--- src/rtl/hqm_aw_id_alloc_arb.sv ---
// hqm_aw_id_alloc_arb
//   Shares one ID freelist among NUM_REQS requesters. Level requests are
//   arbitrated round-robin, at most one ID is popped per cycle, and the ID is
//   handed to the winner one cycle later. A per-requester cap limits the
//   number of outstanding IDs. Returns pass straight through to the freelist
//   push port and decrement the returning requester's count.
//
// Optional build macro:
//   HQM_AW_ID_ALLOC_ARB_OWNER_CHK_EN - tracks the owner of every allocated ID
//   and flags returns from a non-owner on the sticky err_owner output.
//
// Ports:
//   clk, rst_n        clock, asynchronous active-low reset
//   req               level request per requester
//   cfg_limit         packed per-requester outstanding cap (0 disables)
//   gnt_v/gnt_req/gnt_id  registered grant pulse, one-hot winner, ID
//   ret_v/ret_req/ret_id  ID return from a requester
//   fl_pop, fl_pop_id_v, fl_pop_id  freelist pop interface
//   fl_push, fl_push_id  freelist push interface
//   outstanding       packed per-requester outstanding count
//   err_underflow     sticky: return seen while that requester's count was 0
//   err_owner         (optional) sticky: return from a non-owner
module hqm_aw_id_alloc_arb #(
  parameter int unsigned NUM_REQS = 4,
  parameter int unsigned NUM_IDS  = 16,
  localparam int unsigned ID_WIDTH  = $clog2(NUM_IDS),
  localparam int unsigned REQ_WIDTH = $clog2(NUM_REQS),
  localparam int unsigned CNT_WIDTH = $clog2(NUM_IDS + 1)
) (
  input  logic                          clk,
  input  logic                          rst_n,
  input  logic [NUM_REQS-1:0]           req,
  input  logic [NUM_REQS*CNT_WIDTH-1:0] cfg_limit,
  output logic                          gnt_v,
  output logic [NUM_REQS-1:0]           gnt_req,
  output logic [ID_WIDTH-1:0]           gnt_id,
  input  logic                          ret_v,
  input  logic [REQ_WIDTH-1:0]          ret_req,
  input  logic [ID_WIDTH-1:0]           ret_id,
  output logic                          fl_pop,
  input  logic                          fl_pop_id_v,
  input  logic [ID_WIDTH-1:0]           fl_pop_id,
  output logic                          fl_push,
  output logic [ID_WIDTH-1:0]           fl_push_id,
  output logic [NUM_REQS*CNT_WIDTH-1:0] outstanding,
  output logic                          err_underflow
`ifdef HQM_AW_ID_ALLOC_ARB_OWNER_CHK_EN
  ,
  output logic                          err_owner
`endif
);

  logic [CNT_WIDTH-1:0] cnt     [NUM_REQS];
  logic [CNT_WIDTH-1:0] cnt_nxt [NUM_REQS];
  logic [NUM_REQS-1:0]  elig;
  logic [NUM_REQS-1:0]  inc_vec;
  logic [NUM_REQS-1:0]  dec_vec;
  logic [REQ_WIDTH-1:0] rr_ptr;
  logic [REQ_WIDTH-1:0] winner;
  logic [REQ_WIDTH-1:0] scan_idx;
  logic                 found;
  logic                 pop;
  logic                 uflow;

  // Eligibility: requesting and below its cap.
  always_comb begin
    elig = '0;
    for (int unsigned i = 0; i < NUM_REQS; i++) begin
      elig[i] = req[i] && (cnt[i] < cfg_limit[i*CNT_WIDTH +: CNT_WIDTH]);
    end
  end

  // Round-robin: first eligible index at or after rr_ptr, wrapping. The index
  // is wrapped explicitly so non-power-of-two NUM_REQS works.
  always_comb begin
    winner   = '0;
    found    = 1'b0;
    scan_idx = '0;
    for (int unsigned k = 0; k < NUM_REQS; k++) begin
      int unsigned idx;
      idx = 32'(rr_ptr) + k;
      if (idx >= NUM_REQS) idx = idx - NUM_REQS;
      scan_idx = REQ_WIDTH'(idx);
      if (!found && elig[scan_idx]) begin
        found  = 1'b1;
        winner = scan_idx;
      end
    end
  end

  assign pop        = rst_n && found && fl_pop_id_v;
  assign fl_pop     = pop;
  assign fl_push    = ret_v;
  assign fl_push_id = ret_id;

  // Count update. A grant and return to the same requester cancel; a return
  // against a zero count is flagged and leaves the count at 0.
  always_comb begin
    uflow   = 1'b0;
    inc_vec = '0;
    dec_vec = '0;
    for (int unsigned i = 0; i < NUM_REQS; i++) begin
      cnt_nxt[i] = cnt[i];
      inc_vec[i] = pop && (winner == REQ_WIDTH'(i));
      dec_vec[i] = ret_v && (ret_req == REQ_WIDTH'(i));
      if (dec_vec[i] && (cnt[i] == '0)) uflow = 1'b1;
      if (inc_vec[i] && !dec_vec[i] && (cnt[i] != '1)) begin
        cnt_nxt[i] = cnt[i] + CNT_WIDTH'(1);
      end else if (dec_vec[i] && !inc_vec[i] && (cnt[i] != '0)) begin
        cnt_nxt[i] = cnt[i] - CNT_WIDTH'(1);
      end
    end
  end

  always_ff @(posedge clk or negedge rst_n) begin
    if (!rst_n) begin
      for (int unsigned i = 0; i < NUM_REQS; i++) cnt[i] <= '0;
      err_underflow <= 1'b0;
    end else begin
      for (int unsigned i = 0; i < NUM_REQS; i++) cnt[i] <= cnt_nxt[i];
      if (uflow) err_underflow <= 1'b1;
    end
  end

  // Grant register and round-robin pointer.
  always_ff @(posedge clk or negedge rst_n) begin
    if (!rst_n) begin
      gnt_v   <= 1'b0;
      gnt_req <= '0;
      gnt_id  <= '0;
      rr_ptr  <= '0;
    end else begin
      gnt_v <= pop;
      if (pop) begin
        gnt_req <= NUM_REQS'(1) << winner;
        gnt_id  <= fl_pop_id;
        rr_ptr  <= (winner == REQ_WIDTH'(NUM_REQS - 1)) ? '0 : winner + REQ_WIDTH'(1);
      end else begin
        gnt_req <= '0;
      end
    end
  end

  always_comb begin
    outstanding = '0;
    for (int unsigned i = 0; i < NUM_REQS; i++) begin
      outstanding[i*CNT_WIDTH +: CNT_WIDTH] = cnt[i];
    end
  end

`ifdef HQM_AW_ID_ALLOC_ARB_OWNER_CHK_EN
  logic [REQ_WIDTH-1:0] own_req [NUM_IDS];
  logic [NUM_IDS-1:0]   own_v;

  // Pop write follows the return clear so a same-cycle pop of the same ID wins.
  always_ff @(posedge clk or negedge rst_n) begin
    if (!rst_n) begin
      own_v     <= '0;
      err_owner <= 1'b0;
      for (int unsigned i = 0; i < NUM_IDS; i++) own_req[i] <= '0;
    end else begin
      if (ret_v) begin
        if (!own_v[ret_id] || (own_req[ret_id] != ret_req)) err_owner <= 1'b1;
        own_v[ret_id] <= 1'b0;
      end
      if (pop) begin
        own_v[fl_pop_id]   <= 1'b1;
        own_req[fl_pop_id] <= winner;
      end
    end
  end
`endif

endmodule

--- config.mk ---
export PLATFORM = sky130hd
export DESIGN_NAME = hqm_aw_id_alloc_arb
export DESIGN_NICKNAME = d
export VERILOG_FILES = /design/src/rtl/hqm_aw_id_alloc_arb.sv
export SDC_FILE = /design/constraint.sdc
export NUM_CORES = 1
export LEC_CHECK = 0
export BUFFER_PORTS_ARGS = -buffer_cell sky130_fd_sc_hd__buf_2
export CAP_MARGIN = 20
export CORE_ASPECT_RATIO = 2
export CORE_MARGIN = 5
export CORE_UTILIZATION = 57
export DETAILED_ROUTE_END_ITERATION = 7
export PLACE_DENSITY_LB_ADDON = 0.08
export SYNTH_ARGS = -nofsm -noshare
export SYNTH_HDL_FRONTEND = slang
export SYNTH_SLANG_ARGS = --single-unit
--- constraint.sdc ---
create_clock -name clk -period 7.6 [get_ports clk]
set_input_delay 0.38 -clock clk [delete_from_list [all_inputs] [get_ports clk]]
set_output_delay 0.38 -clock clk [all_outputs]
set_load 0.03 [all_outputs]
==> flow_metrics.env, run 1 <==
export IMPL_status="finished, final reports clean"
export IMPL_netSwitchingPower_mw=0.6762
export IMPL_hold_violations=0
export IMPL_synth_cell_types=51
export IMPL_cts_root_buf="clkbuf_8"
export IMPL_clock_skew_ns=0.003490
export IMPL_wire_per_inst_um=14.99
export IMPL_io_pin_count=74
export IMPL_critPathKind="reg2reg"
export IMPL_cts_htree_levels=2
export IMPL_rows=35
export IMPL_antenna_found_initial=0
export IMPL_die_width_um=58.70
export IMPL_vias=2299
export IMPL_power_leakage_nw=1.515
export IMPL_worst_slack_ns=3.451
export IMPL_tns_ns=0
export IMPL_drt_pass1_iter_count=4
export IMPL_clk_pin_slew_ns=0.07
export IMPL_grt_pass1_vias=2269
export IMPL_syn_area_um2=2704
export IMPL_io_buffers=65
export IMPL_die_y_um=107.4
export IMPL_synth_edf_count=0
export IMPL_period_minus_slack_ns=4.149
export IMPL_layout_commonest_cell="buf_2"
export IMPL_combPwrFrac_pct=62.8
export IMPL_finalNetCount=420
export IMPL_cp_arrival_ns=4.36
export IMPL_rsz0062_at_grt="no"
export IMPL_ys_ff_latch=32
export IMPL_seqPwrFrac_pct=27.1
export IMPL_internal_power_mw=0.6740
export IMPL_fin_crit_sh_pct=54.59
export IMPL_dominantRegCellSynth="dfrtp_1"
export IMPL_synth_seq_area_share_pct=29.62
export IMPL_dp_hpwl_mm=4.772
export IMPL_path_max_fanout=10
export IMPL_relSlewSlack_pct=48.02
export IMPL_overflow=0
export IMPL_tightest_slew_ns=0.7797
export IMPL_layout_common_cells="65 x buf_2, 45 x nand2_1, 32 x ha_1, 32 x dfrtp_1, 23 x inv_1"
export IMPL_power_density_nw_per_um2=435.8
export IMPL_synth_area_per_cell_um2=9.454
export IMPL_core_area_um2=4598
export IMPL_worst_setup_path_start_kind="register"
export IMPL_cts_tree="yes"
export IMPL_maxCapViolCount=0
export IMPL_hp_class="in2async"
export IMPL_setup_viol=0
export IMPL_swShare_pct=50.08
export IMPL_place_ws_ns=3.437
export IMPL_cts_made_buffers=5
export IMPL_cp_data_required_time_ns=7.81
export IMPL_layout_drive_gt1_share_pct=28.82
export IMPL_clkPwrFrac_pct=10.1
export IMPL_initial_utilization_pct=58.80
export IMPL_syn_num_nets=360
export IMPL_clock_tree_buffer_depth=2
export IMPL_fillers=426
export IMPL_yosys_warnings=0
export IMPL_drt_iter0_drc=34
export IMPL_avgViaCountPerCell=5.719
export IMPL_gp_congestion=0.9158
export IMPL_die_area_um2=6304
export IMPL_fmax_mhz=241.0
export IMPL_async_flop_share_pct=100.0
export IMPL_cts_hold_fix_buffers=0
export IMPL_end_kind="register"
export IMPL_worstSkewPairLatency_ns=0.28
export IMPL_post_route_drc_count=0
export IMPL_drv_slew=0
export IMPL_cts_setup_buffers=0
export IMPL_antenna_cells=0
export IMPL_clock_sinks=32
export IMPL_grt_use_total_pct=19.99
export IMPL_drtAntennaViolNets=0
export IMPL_grt_max_degree=35
export IMPL_area_growth_pct=14.58
export IMPL_syn_instance_count=286
export IMPL_post_cts_resized=0
export IMPL_grt_pass1_wl_mm=9.894
export IMPL_routed_wl_mm=6.024
export IMPL_ir_drop_mv=0.2801
## metal layers
metal | GRT usage (%) | routed length, µm
met5 | 0 | 0
met4 | 8.914 | 145
met3 | 3.001 | 242
met2 | 37.28 | 3435
met1 | 21.11 | 2200
## logic make-up after synthesis
group           count (synthesis)  share of synthesized area, %
xor+xnor                       16                         5.183
simple gates                   87                         15.55
flops                          32                         29.62
buf+inv                        35                         6.617
fa+ha+maj                      36                         17.77
compound gates                 72                         21.15
mux                             8                         4.118
## per-stage QoR
stage	power [mW]	hold slack (ns)	util (%)	area [µm²]	instances
6_report	1.350	0.1719	67.37	3098	402
5_1_grt	1.472	0.2303	67.37	3098	402
4_1_cts	1.364	0.1898	67.37	3098	402
3_5_place_dp	1.224	0.4627	65.36	3005	394
3_3_place_gp	1.202	0.4540	65.36	3005	394
2_1_floorplan	1.018	0.08441	-	2704	286
## worst max-delay path, stage by stage, from the launching register on
cell and delay, ns:
dfrtp_1 0.46, ha_1 0.33, a21oi_2 0.13, o21ai_1 0.07, a31o_1 0.35, o21bai_1 0.23
a211o_1 0.36, inv_1 0.10, ha_1 0.19, o211ai_1 0.25, or2_2 0.41, fa_1 0.40
a21o_1 0.17, a21oi_1 0.21, nand2_1 0.10, o32ai_2 0.14, xor2_1 0.16
## synthesized netlist by cell type, types with 6 or more instances
cell type | count | area share, %
a21o_1 | 9 | 2.5
a21oi_1 | 12 | 2.2
buf_4 | 6 | 1.7
dfrtp_1 | 32 | 30
ha_1 | 32 | 15
inv_1 | 23 | 3.2
nand2_1 | 45 | 6.2
nor2_1 | 9 | 1.2
o21ai_0 | 8 | 1.5
o221a_2 | 6 | 2.5
o22ai_1 | 10 | 2.3
xnor2_1 | 7 | 2.3
xor2_1 | 9 | 2.9
## path summary, 6_finish.rpt
check / startpoint / to / slack, ns / depth (start not counted)
max: outstanding[7] / outstanding[9] / 3.45 / 16
min: rst_n / outstanding[19] / 0.17 / 1
max reg2reg: outstanding[7] / outstanding[9] / 3.45 / 16
min reg2reg: gnt_id[1] / gnt_id[1] / 0.47 / 2
max in group asynchronous: rst_n / outstanding[2] / 6.93 / 1
min in group clk: fl_pop_id[2] / gnt_id[2] / 0.28 / 3
## state kept, by name (all words and copies together) (netlist names)
register / flops
err_underflow: 1
gnt_id: 4
gnt_req: 4
gnt_v: 1
outstanding: 20
rr_ptr: 2
## cell type report
type                       count  area (µm²)  area share, %
clock buffer                   6       82.58          2.666
clock inverter                 2       10.01         0.3231
inverter                      23       86.33          2.787
multi-input combinational    219        1724          55.65
sequential                    32       800.8          25.85
tap                           55       68.82          2.221
timing repair buffer          65       325.3          10.50
## power by group through the flow
stage	logic, mW	registers (mW)	clock network [mW]
global route	0.939	0.385	0.148
finish	0.848	0.366	0.136
global placement	0.834	0.368	0
CTS	0.858	0.366	0.140
floorplan	0.536	0.482	0
detailed placement	0.854	0.370	0
Power figures use the tool's default switching activity.
==> run 2: changes to the inputs <==
--- a/config.mk
+++ b/config.mk
@@ -5,11 +5,12 @@
 export SDC_FILE = /design/constraint.sdc
 export NUM_CORES = 1
 export LEC_CHECK = 0
+export ABC_AREA = 1
 export BUFFER_PORTS_ARGS = -buffer_cell sky130_fd_sc_hd__buf_2
 export CAP_MARGIN = 20
 export CORE_ASPECT_RATIO = 2
 export CORE_MARGIN = 5
-export CORE_UTILIZATION = 57
+export CORE_UTILIZATION = 54
 export DETAILED_ROUTE_END_ITERATION = 7
 export PLACE_DENSITY_LB_ADDON = 0.08
 export SYNTH_ARGS = -nofsm -noshare
==> constraint.sdc (replaced) <==
create_clock -name clk -period 3.97 [get_ports clk]
set_input_delay 0.1985 -clock clk [delete_from_list [all_inputs] [get_ports clk]]
set_output_delay 0.1985 -clock clk [all_outputs]
set_load 0.03 [all_outputs]
==> run 2 against run 1 <==
  * Worst hold slack worse by 0.16 ns
  * Critical path type unchanged
  * Flip-flop and latch count stayed put
  * Largest cell class unchanged
  * Routed wire length rose by 13%
  * Largest power group unchanged
==> flow_metrics.env, run 2 <==
export IMPL_io_buffers=65
export IMPL_finalNetCount=513
export IMPL_path_max_fanout=6
export IMPL_antenna_found_initial=0
export IMPL_synth_simple_area_share_pct=29.26
export IMPL_hold_violations=0
export IMPL_cp_arrival_ns=3.79
export IMPL_drtAntennaViolNets=0
export IMPL_initial_utilization_pct=55.26
export IMPL_setup_viol=0
export IMPL_routed_wl_mm=6.833
export IMPL_layout_drive_gt1_share_pct=21.36
export IMPL_cts_hold_fix_buffers=0
export IMPL_synth_top_cells_by_area="dfrtp_1 28%, ha_1 14%, nand2_1 11%, inv_1 10%, nand3_1 6.4%"
export IMPL_wire_per_inst_um=13.72
export IMPL_ff2ff_path_depth=22
export IMPL_rr_endpoint="outstanding[4]"
export IMPL_die_area_um2=6843
export IMPL_synth_edf_count=0
export IMPL_clock_skew_ns=0.004156
export IMPL_grt_max_degree=33
export IMPL_avgViaCountPerCell=5.297
export IMPL_layout_commonest_cell="nand2_1"
export IMPL_clk_pin_slew_ns=0.07
export IMPL_post_route_drc_count=0
export IMPL_fin_cells=498
export IMPL_core_area_um2=5092
export IMPL_grt_pass1_wl_mm=11.56
export IMPL_swShare_pct=54.83
export IMPL_die_width_um=61.05
export IMPL_fin_crit_sh_pct=90.95
export IMPL_rsz0062_at_grt="no"
export IMPL_synth_most_common_cell="nand2_1"
export IMPL_status="finished, final reports clean"
export IMPL_ys_ff_latch=32
export IMPL_clock_tree_buffer_depth=2
export IMPL_seqPwrFrac_pct=20.7
export IMPL_async_flop_share_pct=100.0
export IMPL_met2_length_mm=3.939
export IMPL_synth_adder_area_share_pct=17.07
export IMPL_clkPwrFrac_pct=9.4
export IMPL_rows=37
export IMPL_synth_top_family_by_area="simple AND/OR/NAND/NOR gates"
export IMPL_gp_congestion=0.9165
export IMPL_ir_drop_mv=0.6601
export IMPL_wl_met1_mm=2.398
export IMPL_syn_area_um2=2814
export IMPL_worst_setup_path_start_kind="register"
export IMPL_clock_sinks=32
export IMPL_yosys_warnings=0
export IMPL_netSwitchingPower_mw=1.831
export IMPL_placed_cells=490
export IMPL_cts_tree="yes"
export IMPL_syn_num_nets=445
export IMPL_antenna_cells=0
export IMPL_cp_data_required_time_ns=4.15
export IMPL_area_growth_pct=17.47
export IMPL_fillers=494
export IMPL_route_met3_wl_um=273
export IMPL_crit_path_start="outstanding[13]"
export IMPL_power_density_nw_per_um2=1010
export IMPL_tightest_slew_ns=0.4359
export IMPL_grt_pass1_vias=2685
export IMPL_yosys_area_top_type_share_pct=28.46
export IMPL_top_layer="met4"
export IMPL_largest_reg_flops=20
export IMPL_syn_instance_count=371
export IMPL_internal_power_mw=1.509
export IMPL_maxCapViolCount=0
export IMPL_vias=2638
export IMPL_synth_area_per_cell_um2=7.585
export IMPL_dp_hpwl_mm=5.654
export IMPL_rr_startpoint="outstanding[13]"
export IMPL_cts_made_buffers=5
export IMPL_drt_pass1_iter_count=5
export IMPL_grt_use_total_pct=21.68
export IMPL_synth_xor_area_share_pct=4.624
export IMPL_fmax_mhz=277.0
export IMPL_drv_slew=0
export IMPL_end_kind="register"
export IMPL_power_leakage_nw=1.898
export IMPL_relSlewSlack_pct=70.72
export IMPL_cts_root_buf="clkbuf_8"
export IMPL_period_minus_slack_ns=3.611
export IMPL_critPathKind="reg2reg"
export IMPL_drt_iter0_drc=68
export IMPL_synthMuxAreaShare_pct=1.867
export IMPL_io_pin_count=74
export IMPL_synth_compound_area_share_pct=6.314
export IMPL_yosysTopAreaCell="dfrtp_1"
export IMPL_combPwrFrac_pct=69.9
export IMPL_overflow=0
export IMPL_layout_common_cells="80 x nand2_1, 76 x inv_1, 65 x buf_2, 36 x nand3_1"
export IMPL_cts_htree_levels=2
export IMPL_die_y_um=112.1
export IMPL_worstSkewPairLatency_ns=0.29
export IMPL_synthTopCellsByCount="80 x nand2_1, 76 x inv_1, 36 x nand3_1"
export IMPL_tns_ns=0
export IMPL_synth_seq_area_share_pct=28.46
export IMPL_r2r_setup_slack_ns=0.36
export IMPL_hp_class="in2async"
export IMPL_synth_cell_types=31
export IMPL_dominantRegCellSynth="dfrtp_1"
[run 2: cell count changes after synthesis, sizes merged, moves of 10 or more]
cell   change
o22ai     -10
nand3     +32
nand4     +16
inv       +56
nand2     +40
nor3      +12
[run 2: area by class of cell]
class	instances	area, µm²	area share [%]
multi-input cells	253	1684	50.95
clock buffers	6	72.57	2.195
repair buffers	67	340.3	10.30
inverters	80	300.3	9.084
clock inverters	2	35.03	1.060
flip-flops and latches	32	800.8	24.22
well taps	58	72.57	2.195
[run 2: what timing repair did]
action,CTS,global route
resized for setup,0,3
endpoints found under the setup margin,0,3
setup buffers,0,0
[run 2: how the worst max path moves through the flow]
| stage | cells past startpoint | slack (ns) | endpoint |
|---|---|---|---|
| 6_report | 22 | 0.36 | outstanding[4] |
| 5_1_grt | 21 | 0.02 | outstanding[4] |
| 4_1_cts | 22 | 0.29 | outstanding[4] |
| 3_5_place_dp | 22 | 0.30 | outstanding[4] |
| 3_3_place_gp | 22 | 0.39 | outstanding[4] |
| 2_1_floorplan | 21 | 0.55 | outstanding[19] |
[run 2: per-layer routing]
metal | vias up | global-route usage [%]
li1 | 1335 | -
met1 | 1223 | 21.94
met2 | 63 | 40.03
met3 | 17 | 3.797
met4 | 0 | 9.841
met5 | - | 0
[run 2: stage by stage]
step	hold slack, ns	setup slack, ns	power (mW)	utilization [%]	instance area (µm²)
2_1_floorplan	-0.09709	0.5475	2.436	-	2814
3_3_place_gp	0.3463	0.3929	2.943	62.41	3178
3_5_place_dp	0.3500	0.3016	2.994	62.41	3178
4_1_cts	0.04051	0.2919	3.323	64.52	3286
5_1_grt	0.04374	0.02453	3.689	64.91	3306
6_report	0.01031	0.3595	3.340	64.91	3306
[run 2: cell families after synthesis]
group | Yosys count
XOR/XNOR | 14
AO/OA/AOI/OAI | 30
multiplexers | 4
flip-flops | 32
adder cells (fa/ha/maj) | 36
buffers and inverters | 86
AND/OR/NAND/NOR | 169
[run 2: critical path, stage by stage (launching register included)]
cell and delay [ns]:
dfrtp_1 0.46, ha_1 0.31, nand2_1 0.07, nor2_1 0.10, nand2_1 0.08, nand4_1 0.12, nand3_1 0.08, nand2_1 0.17
nand3_1 0.14, nand2_1 0.11, xor2_1 0.18, nor2_2 0.08, inv_1 0.08, ha_1 0.25, nand4_4 0.19, ha_1 0.37
a21o_1 0.18, a31oi_1 0.19, inv_1 0.06, nand2_1 0.09, nand3_1 0.09, nand2_1 0.06, nand2_1 0.04
[run 2: power by group through the flow]
stage	clock network, mW	registers, mW	logic, mW
5_1_grt	0.339	0.720	2.63
4_1_cts	0.319	0.695	2.31
3_5_place_dp	0	0.699	2.30
2_1_floorplan	0	0.927	1.51
6_report	0.314	0.692	2.33
3_3_place_gp	0	0.695	2.25
